[config.mk]
export PLATFORM = sky130hd
export DESIGN_NAME = rf_wport_arbiter
export DESIGN_NICKNAME = d
export VERILOG_FILES = /design/src/rtl/rf_wport_arbiter_pkg.sv /design/src/rtl/rf_wport_arbiter_fifo.sv /design/src/rtl/rf_wport_arbiter.sv
export SDC_FILE = /design/constraint.sdc
export NUM_CORES = 1
export LEC_CHECK = 0
export BUFFER_PORTS_ARGS = -buffer_cell sky130_fd_sc_hd__buf_2
export CAP_MARGIN = 20
export CORE_MARGIN = 2
export CORE_UTILIZATION = 45
export CTS_BUF_LIST = sky130_fd_sc_hd__clkbuf_8
export DETAILED_ROUTE_END_ITERATION = 10
export GPL_ROUTABILITY_DRIVEN = 1
export PLACE_DENSITY_LB_ADDON = 0.08
export SLEW_MARGIN = 20
export SYNTH_ARGS = -nofsm -noshare
export SYNTH_HDL_FRONTEND = slang
export SYNTH_HIERARCHICAL = 1
export SYNTH_SLANG_ARGS = --single-unit
[constraint.sdc]
create_clock -name clk -period 3.2 [get_ports clk]
set_input_delay 0.64 -clock clk [delete_from_list [all_inputs] [get_ports clk]]
set_output_delay 0.64 -clock clk [all_outputs]
set_load 0.05 [all_outputs]
[src/rtl/rf_wport_arbiter_pkg.sv]
// Shared widths, defaults and arbiter state encoding for the regfile write-port arbiter.
package rf_wport_arbiter_pkg;
  localparam int AW = 5;
  localparam int DW = 32;
  localparam logic [AW-1:0] REG_ZERO = 5'd0;
  localparam int DEF_DEPTH = 4;
  localparam int DEF_STARVE = 8;

  typedef enum logic [1:0] {
    ST_IDLE,
    ST_DRAIN,
    ST_FORCE
  } arb_state_t;
endpackage

[src/rtl/rf_wport_arbiter_fifo.sv]
// Secondary-writer queue: entries with live bits, WAW kill on core writes, per-entry read hits.
// Push/pop take effect at the clock edge; the head is visible combinationally.
module rf_wq_fifo
  import rf_wport_arbiter_pkg::*;
#(
  parameter int DEPTH = DEF_DEPTH,
  localparam int PW = $clog2(DEPTH),
  localparam int CW = PW + 1
) (
  input  logic             clk,
  input  logic             rst,
  input  logic             push,
  input  logic [AW-1:0]    push_addr,
  input  logic [DW-1:0]    push_data,
  input  logic             pop,
  input  logic             kill,
  input  logic [AW-1:0]    kill_addr,
  input  logic [AW-1:0]    raddr1,
  input  logic [AW-1:0]    raddr2,
  output logic             head_live,
  output logic [AW-1:0]    head_addr,
  output logic [DW-1:0]    head_data,
  output logic [CW-1:0]    count,
  output logic [DEPTH-1:0] hit1,
  output logic [DEPTH-1:0] hit2
);
  logic [AW-1:0]    addr_q [DEPTH];
  logic [DW-1:0]    data_q [DEPTH];
  logic [DEPTH-1:0] live_q;
  logic [PW-1:0]    rd_ptr, wr_ptr;
  logic [CW-1:0]    count_q;

  always_ff @(posedge clk) begin
    if (push) begin
      addr_q[wr_ptr] <= push_addr;
      data_q[wr_ptr] <= push_data;
    end
  end

  // Live is cleared on pop so that live alone marks an occupied, still-valid entry.
  // The push assignment comes last: a same-cycle younger write to the killed address stays live.
  always_ff @(posedge clk or negedge rst) begin
    if (!rst) begin
      live_q  <= '0;
      rd_ptr  <= '0;
      wr_ptr  <= '0;
      count_q <= '0;
    end else begin
      for (int i = 0; i < DEPTH; i++) begin
        if (kill && live_q[i] && addr_q[i] == kill_addr) live_q[i] <= 1'b0;
      end
      if (pop) begin
        live_q[rd_ptr] <= 1'b0;
        rd_ptr         <= rd_ptr + PW'(1);
      end
      if (push) begin
        live_q[wr_ptr] <= 1'b1;
        wr_ptr         <= wr_ptr + PW'(1);
      end
      case ({push, pop})
        2'b10:   count_q <= count_q + CW'(1);
        2'b01:   count_q <= count_q - CW'(1);
        default: count_q <= count_q;
      endcase
    end
  end

  always_comb begin
    hit1 = '0;
    hit2 = '0;
    for (int i = 0; i < DEPTH; i++) begin
      hit1[i] = live_q[i] && (addr_q[i] == raddr1);
      hit2[i] = live_q[i] && (addr_q[i] == raddr2);
    end
  end

  assign head_live = live_q[rd_ptr];
  assign head_addr = addr_q[rd_ptr];
  assign head_data = data_q[rd_ptr];
  assign count     = count_q;
endmodule

[src/rtl/rf_wport_arbiter.sv]
// Shares the regfile write port: core writeback wins with zero latency, queued secondary writes
// fill idle cycles, and a starved queue head steals one cycle by stalling the core.
module rf_wport_arbiter
  import rf_wport_arbiter_pkg::*;
#(
  parameter int DEPTH  = DEF_DEPTH,
  parameter int STARVE = DEF_STARVE,
  localparam int CW = $clog2(DEPTH) + 1,
  localparam int SW = $clog2(STARVE + 1)
) (
  input  logic          clk,
  input  logic          rst,
  input  logic          a_we,
  input  logic [AW-1:0] a_waddr,
  input  logic [DW-1:0] a_wdata,
  output logic          a_stall,
  input  logic          b_valid,
  output logic          b_ready,
  input  logic [AW-1:0] b_waddr,
  input  logic [DW-1:0] b_wdata,
  input  logic [AW-1:0] raddr1,
  input  logic [AW-1:0] raddr2,
  output logic          rd1_pending,
  output logic          rd2_pending,
  output logic          rf_we,
  output logic [AW-1:0] rf_waddr,
  output logic [DW-1:0] rf_wdata,
  output logic [CW-1:0] pending_cnt
);
  arb_state_t       state;
  logic [SW-1:0]    starve_q, starve_d;
  logic             push, pop, kill, a_req;
  logic             head_live;
  logic [AW-1:0]    head_addr;
  logic [DW-1:0]    head_data;
  logic [CW-1:0]    count;
  logic [DEPTH-1:0] hit1, hit2;

  rf_wq_fifo #(.DEPTH(DEPTH)) u_fifo (
    .clk       (clk),
    .rst       (rst),
    .push      (push),
    .push_addr (b_waddr),
    .push_data (b_wdata),
    .pop       (pop),
    .kill      (kill),
    .kill_addr (a_waddr),
    .raddr1    (raddr1),
    .raddr2    (raddr2),
    .head_live (head_live),
    .head_addr (head_addr),
    .head_data (head_data),
    .count     (count),
    .hit1      (hit1),
    .hit2      (hit2)
  );

  assign b_ready     = count < CW'(DEPTH);
  assign push        = b_valid && b_ready && (b_waddr != REG_ZERO);
  assign pending_cnt = count;
  assign rd1_pending = (raddr1 != REG_ZERO) && (|hit1);
  assign rd2_pending = (raddr2 != REG_ZERO) && (|hit2);
  assign a_req       = a_we && (a_waddr != REG_ZERO);

  always_ff @(posedge clk or negedge rst) begin
    if (!rst) starve_q <= '0;
    else      starve_q <= starve_d;
  end

  always_comb begin
    if (count == '0)                  state = ST_IDLE;
    else if (starve_q == SW'(STARVE)) state = ST_FORCE;
    else                              state = ST_DRAIN;
    starve_d = starve_q;
    if (pop || state == ST_IDLE)      starve_d = '0;
    else if (starve_q != SW'(STARVE)) starve_d = starve_q + SW'(1);
  end

  // Outputs are gated by reset so nothing reaches the regfile while it is held.
  always_comb begin
    rf_we    = 1'b0;
    rf_waddr = head_addr;
    rf_wdata = head_data;
    a_stall  = 1'b0;
    pop      = 1'b0;
    kill     = 1'b0;
    if (state == ST_FORCE) begin
      a_stall = 1'b1;
      pop     = 1'b1;
      rf_we   = head_live;
    end else if (a_req) begin
      rf_we    = 1'b1;
      rf_waddr = a_waddr;
      rf_wdata = a_wdata;
      kill     = 1'b1;
    end else if (state == ST_DRAIN) begin
      pop   = 1'b1;
      rf_we = head_live;
    end
    if (!rst) begin
      rf_we   = 1'b0;
      a_stall = 1'b0;
      pop     = 1'b0;
      kill    = 1'b0;
    end
  end
endmodule
==> impl_metrics.csv, run 1 <==
group,metric,value,unit
sta,slew_violations,0,
floorplan,core,16470,µm²
grt,grt_pass1_wl,24670,µm
synth,synth.top_cells.by_count,"edfxtp_1 (148), xor2_1 (53), mux4_2 (38), mux2_2 (32), inv_1 (16)",
sta,rsz0062_at_grt,"false",
synth,synth_nets,524,
synth,synthTopCellsByArea,"edfxtp_1 (59%), mux4_2 (11%), xor2_1 (6.2%)",
routing,initialDrtViolationCount,189,
synth,netlist.top_cell.by_area,"edfxtp_1",
synth,yosys_warnings,6,
cells_and_area,layout-drive-gt1-share,43.64,%
critical_path,regToRegSetupSlack,0.73,ns
floorplan,num_rows,47,
synth,yosysUniqueCellTypes,38,
routing,post_drt_wl_per_cell,19.90,µm
critical_path,arrival,2.35,ns
sta,finalClockSkew,0.01639,ns
synth,ys_seq_area_share,63.99,%
synth,async_flop_share,9.202,%
clock_network,cts_tree,"built",
grt,grt_max_degree,39,
placed_design,dp_hpwl,10730,µm
critical_path,r2r-end,"u_fifo/count[2]$_DFFE_PN0P_",
synth,yosysTopAreaCellShare,59.00,%
floorplan,die-area,17790,µm²
job,drv_cap,0,
floorplan,start_util,45.74,%
sta,worstMarginPinSlew,1.035,ns
clock_network,cts_made_buffers,17,
critical_path,required,2.56,ns
clock_network,cts_num_sinks,163,
clock_network,ctsResizeCount,0,
floorplan,die_x,133.4,µm
synth,synth_cells,424,
pwr,leakage,3.274,nW
sta,hold_violations,0,
cells_and_area,final_util,53.41,%
synth,syn_area,7532,µm²
cells_and_area,stdcell_count,804,
clock_network,htreeDepth,4,
clock_network,clkLatencyLatePin,0.45,ns
routing,vias,4320,
clock_network,clk_pin_slew,0.08,ns
synth,synth_edf_count,148,
hold_path,hp-class,"in2async",
routing,route.detailed.drc,0,
grt,grt_overflow,0,
pwr,ir_worst_vdd,381.7,µV
critical_path,endpoint_kind,"primary output",
grt,track_usage,18.65,%
sta,fin_crit,2.994,ns
placed_design,io_buffers,132,
run_status,outcome,"finished, final reports clean",
cells_and_area,fin_nets,669,
clock_network,cts_buffer_depth,2,
floorplan,io_pins,133,
synth,ys_ff_latch,163,
sta,min_period_over_period,93.57,%
routing,via_per_inst,5.373,
grt,grt_pass1_vias,4391,
clock_network,cts.hold.buffers_added,0,
sta,fin_tns_setup,0,ns
grt,antenna_found_initial,2,
critical_path,r2r_start,"starve_q[0]$_DFFE_PN0P_",
clock_network,cts_root_buf,"clkbuf_8",
floorplan,die_h,133.4,µm
routing,wl,16000,µm
pwr,power,7.151,mW
routing,drt_pre_antenna_iters,4,
placed_design,routabilityCongestion,0.8378,
synth,synth_ff_type,"edfxtp_1",
sta,setup_violations,0,
pwr,powerDensity,813.1,nW/µm²
sta,relSlewSlack,30.91,%
critical_path,start_kind,"flop",
critical_path,criticalPathCategory,"reg2out",
placed_design,dpl.cell_count,770,
cells_and_area,areaGrowthSynthToFinish,16.76,%
critical_path,crit_fanout,22,
synth,yosysMostFrequentCell,"edfxtp_1",
clock_network,post_cts_buffers,0,
sta,fmax,334.0,MHz
routing,ant_nets,0,
critical_path,rr_worst_depth,11,
synth,syn_area_per_cell,17.76,µm²
## cell usage in the layout, fill, tap and decap left out, drive strengths merged, types with 2 or more instances in the layout
cell        n
a211oi      2
a21oi       7
a22o        5
a41oi       4
and3        9
buf       142
clkbuf     17
clkinv      7
clkinvlp    2
dfrtp      15
diode       2
edfxtp    148
ha         11
inv        21
mux2       32
mux2i       2
mux4       38
nand2      13
nor2        5
nor3        4
nor4       14
o21ai       2
or3         3
xnor2      14
xor2       53
## through the flow
step	setup slack, ns	hold WS, ns	area [µm²]
CTS	0.1654	0.01986	8790
floorplan	0.3335	0.3444	7532
detailed placement	0.2813	0.5108	8423
global placement	0.3189	0.5062	8423
global route	0.05149	0.02808	8792
finish	0.2059	0.04659	8795
## final cells by class
type / count / area (µm²)
diodes: 2 / 5.005
clock buffers: 17 / 234.0
clock inverters: 15 / 132.6
fillers: 1432 / 7671
inverters: 16 / 60.06
multi-input cells: 229 / 2480
flip-flops and latches: 163 / 4822
well taps: 220 / 275.3
repair buffers: 142 / 785.8
## how the worst max path moves through the flow
| stage | from | end | depth (start not counted) |
|---|---|---|---|
| 3_5_place_dp | a_waddr[1] | rf_wdata[10] | 6 |
| 3_3_place_gp | a_waddr[1] | rf_wdata[6] | 6 |
| 5_1_grt | starve_q[0]$_DFFE_PN0P_ | rf_wdata[31] | 7 |
| 6_report | starve_q[0]$_DFFE_PN0P_ | rf_wdata[10] | 7 |
| 4_1_cts | starve_q[0]$_DFFE_PN0P_ | rf_wdata[10] | 7 |
| 2_1_floorplan | a_waddr[1] | u_fifo/count[2]$_DFFE_PN0P_ | 10 |
## report_power, final
group	switching (mW)	total [mW]	leakage (nW)	internal (mW)
registers	0.214	2.92	1.52	2.71
logic	1.78	2.85	1.56	1.07
clock network	0.755	1.38	0.190	0.621
total	2.75	7.15	3.27	4.40
## metal layers
layer	track usage, %	share of wire, %	wire, µm
met5	0	0	0
met3	5.518	6.2	985
met4	7.506	2.6	412
met1	25.01	43	6861
met2	28.81	48	7741
## critical path, stage by stage (launching register included)
cell,delay [ns]
dfrtp_1,0.41
inv_1,0.10
ha_1,0.17
nand3b_1,0.16
o221ai_4,0.29
buf_12,0.21
mux2_2,0.35
buf_2,0.21
## registers in the layout (all words and copies together) (netlist names)
| register | flops |
|---|---|
| starve_q | 4 |
| u_fifo/addr_q | 20 |
| u_fifo/count | 3 |
| u_fifo/data_q | 128 |
| u_fifo/live_q | 4 |
| u_fifo/rd_ptr | 2 |
| u_fifo/wr_ptr | 2 |
## kinds of logic after synthesis
family                     synth area share (%)
and+or+nand+nor                           3.970
xor gates and xnor gates                  7.791
adders and majority gates                 2.093
AOI/OAI and AO/OA                         2.658
buffers and inverters                     3.090
muxes                                     16.41
DFF                                       63.99
Note: power is estimated with default switching activity, not from simulation.
==> run 2, diff against run 1 <==
Clock period 3.2 ns to 3.6 ns, I/O delays scaled along.
==> run 2 against run 1 <==
Final cell count decreased by 0.87%. Sequential cell count stayed put. Clock skew down 0.0036 ns. Wire length decreased by 3.1%. Global-route usage down 0.25 points. Clock-buffer cell count unchanged. Register-to-register slack better by 0.13 ns. Final area is 0.70% lower. Combinational power decreased by 13%. Highest routed layer unchanged.
==> impl_metrics.csv, run 2 (synthesis gave the netlist of run 1 again) <==
group,metric,value,unit
run_status,outcome,"finished, final reports clean",
critical_path,criticalPathCategory,"reg2out",
grt,grt_overflow,0,
critical_path,r2r-end,"u_fifo/count[2]$_DFFE_PN0P_",
critical_path,critPathMaxStageDelay,0.58,ns
clock_network,post_cts_buffers,0,
clock_network,clkLatencyLatePin,0.44,ns
routing,wl,15510,µm
critical_path,crit_slowest_cell,"a21boi_0",
grt,grt_pass1_wl,24390,µm
critical_path,rr_worst_depth,12,
routing,drt_pre_antenna_iters,4,
pwr,leakage,3.244,nW
cells_and_area,largest_register_ffs,128,
clock_network,clk_pin_slew,0.09,ns
floorplan,core,16470,µm²
clock_network,cts_buffer_depth,2,
critical_path,crit_fanout,5,
floorplan,num_rows,47,
floorplan,io_pins,133,
placed_design,dp_slack,0.4113,ns
critical_path,path_cells,"or3_4 > a21boi_0 > a22o_1 > buf_2",
routing,vias,4164,
grt,grt_max_degree,40,
pwr,ir_worst_vdd,399.1,µV
sta,relSlewSlack,31.20,%
routing,ant_nets,0,
sta,layout_setup_ws,0.4466,ns
clock_network,htreeDepth,4,
critical_path,r2r_start,"starve_q[0]$_DFFE_PN0P_",
job,drv_cap,0,
sta,fin_tns_setup,0,ns
sta,fin_crit,3.153,ns
routing,via_per_inst,5.225,
sta,min_period_over_period,87.59,%
cells_and_area,final_util,53.04,%
sta,hold_violations,0,
placed_design,routabilityCongestion,0.8453,
routing,initialDrtViolationCount,180,
critical_path,start_kind,"flop",
floorplan,start_util,45.74,%
critical_path,required,2.88,ns
pwr,powerDensity,728.0,nW/µm²
clock_network,cts_root_buf,"clkbuf_8",
clock_network,cts_num_sinks,163,
clock_network,cts_made_buffers,17,
sta,rsz0062_at_grt,"false",
cells_and_area,areaGrowthSynthToFinish,15.95,%
grt,track_usage,18.39,%
cells_and_area,final_common_cell,"edfxtp_1",
floorplan,die-area,17790,µm²
placed_design,io_buffers,132,
floorplan,die_x,133.4,µm
sta,fmax,317.1,MHz
critical_path,arrival,2.43,ns
critical_path,regToRegSetupSlack,0.86,ns
cells_and_area,top_register,"u_fifo/data_q",
placed_design,dp_hpwl,10280,µm
cells_and_area,fin_nets,664,
hold_path,hp-class,"in2async",
floorplan,die_h,133.4,µm
cells_and_area,layout-drive-gt1-share,42.46,%
grt,grt_pass1_vias,4456,
sta,finalClockSkew,0.01282,ns
cells_and_area,reg_top3,"u_fifo/data_q (128), u_fifo/addr_q (20)",
clock_network,cts_tree,"built",
cells_and_area,layout_common_cells,"edfxtp_1 (148), buf_2 (132), xor2_1 (53), mux4_2 (38), mux2_2 (32)",
clock_network,ctsResizeCount,0,
sta,worstMarginPinSlew,1.030,ns
cells_and_area,antenna_cells,0,
routing,post_drt_wl_per_cell,19.46,µm
sta,slew_violations,0,
critical_path,endpoint_kind,"primary output",
grt,antenna_found_initial,1,
clock_network,cts.hold.buffers_added,0,
sta,setup_violations,0,
routing,route.detailed.drc,0,
==> run 2: changes by cell type in the layout (fill, tap and decap cells not counted), sizes merged <==
cell    delta
buf        -5
bufinv     +1
clkinv     -1
diode      -2
==> run 2: worst max-delay path: cells and delay by family, from the launching register on <==
family | cells | cell delay, ns
DFF | 1 | 0.45
buffers and inverters | 1 | 0.26
AOI/OAI and AO/OA | 2 | 0.84
and+or+nand+nor | 1 | 0.44
==> run 2: final cells by class <==
class,count,area [µm²]
Fill cell,1412,7732
Clock inverter,15,138.9
Timing Repair Buffer,137,723.2
Clock buffer,17,234.0
Tap cell,220,275.3
Inverter,16,60.06
Sequential cell,163,4822
Multi-Input combinational cell,229,2480
==> run 2: power breakdown <==
group	switching (mW)	internal [mW]	leakage, nW
Sequential	0.220	2.41	1.52
Combinational	1.54	0.938	1.53
Clock	0.637	0.608	0.192
==> run 2: how the worst max path moves through the flow <==
| stage | startpoint | to | depth (start not counted) |
|---|---|---|---|
| after floorplan | raddr1[0] | rd1_pending | 6 |
| after global placement | a_waddr[1] | rf_wdata[20] | 6 |
| after detailed placement | a_waddr[1] | u_fifo/count[2]$_DFFE_PN0P_ | 11 |
| after CTS | u_fifo/rd_ptr[0]$_DFFE_PN0P_ | rf_wdata[31] | 4 |
| after global routing | u_fifo/count[2]$_DFFE_PN0P_ | rf_waddr[0] | 4 |
| final | u_fifo/count[2]$_DFFE_PN0P_ | rf_waddr[3] | 4 |
==> run 2: metal layers <==
layer | routed length (µm) | global-route usage [%]
met5 | 0 | 0
met4 | 170 | 5.674
met3 | 830 | 5.251
met2 | 7817 | 30.50
met1 | 6689 | 23.68
==> run 2: through the flow <==
| step | cell area, µm² | hold WS [ns] | cells | power, mW |
|---|---|---|---|---|
| 6_report | 8733 | 0.2217 | 797 | 6.358 |
| 5_1_grt | 8733 | 0.2016 | 797 | 6.703 |
| 4_1_cts | 8733 | 0.1977 | 797 | 6.445 |
| 3_5_place_dp | 8361 | 0.5210 | 765 | 5.196 |
| 3_3_place_gp | 8361 | 0.5175 | 765 | 5.155 |
| 2_1_floorplan | 7532 | 0.4244 | 424 | 4.636 |
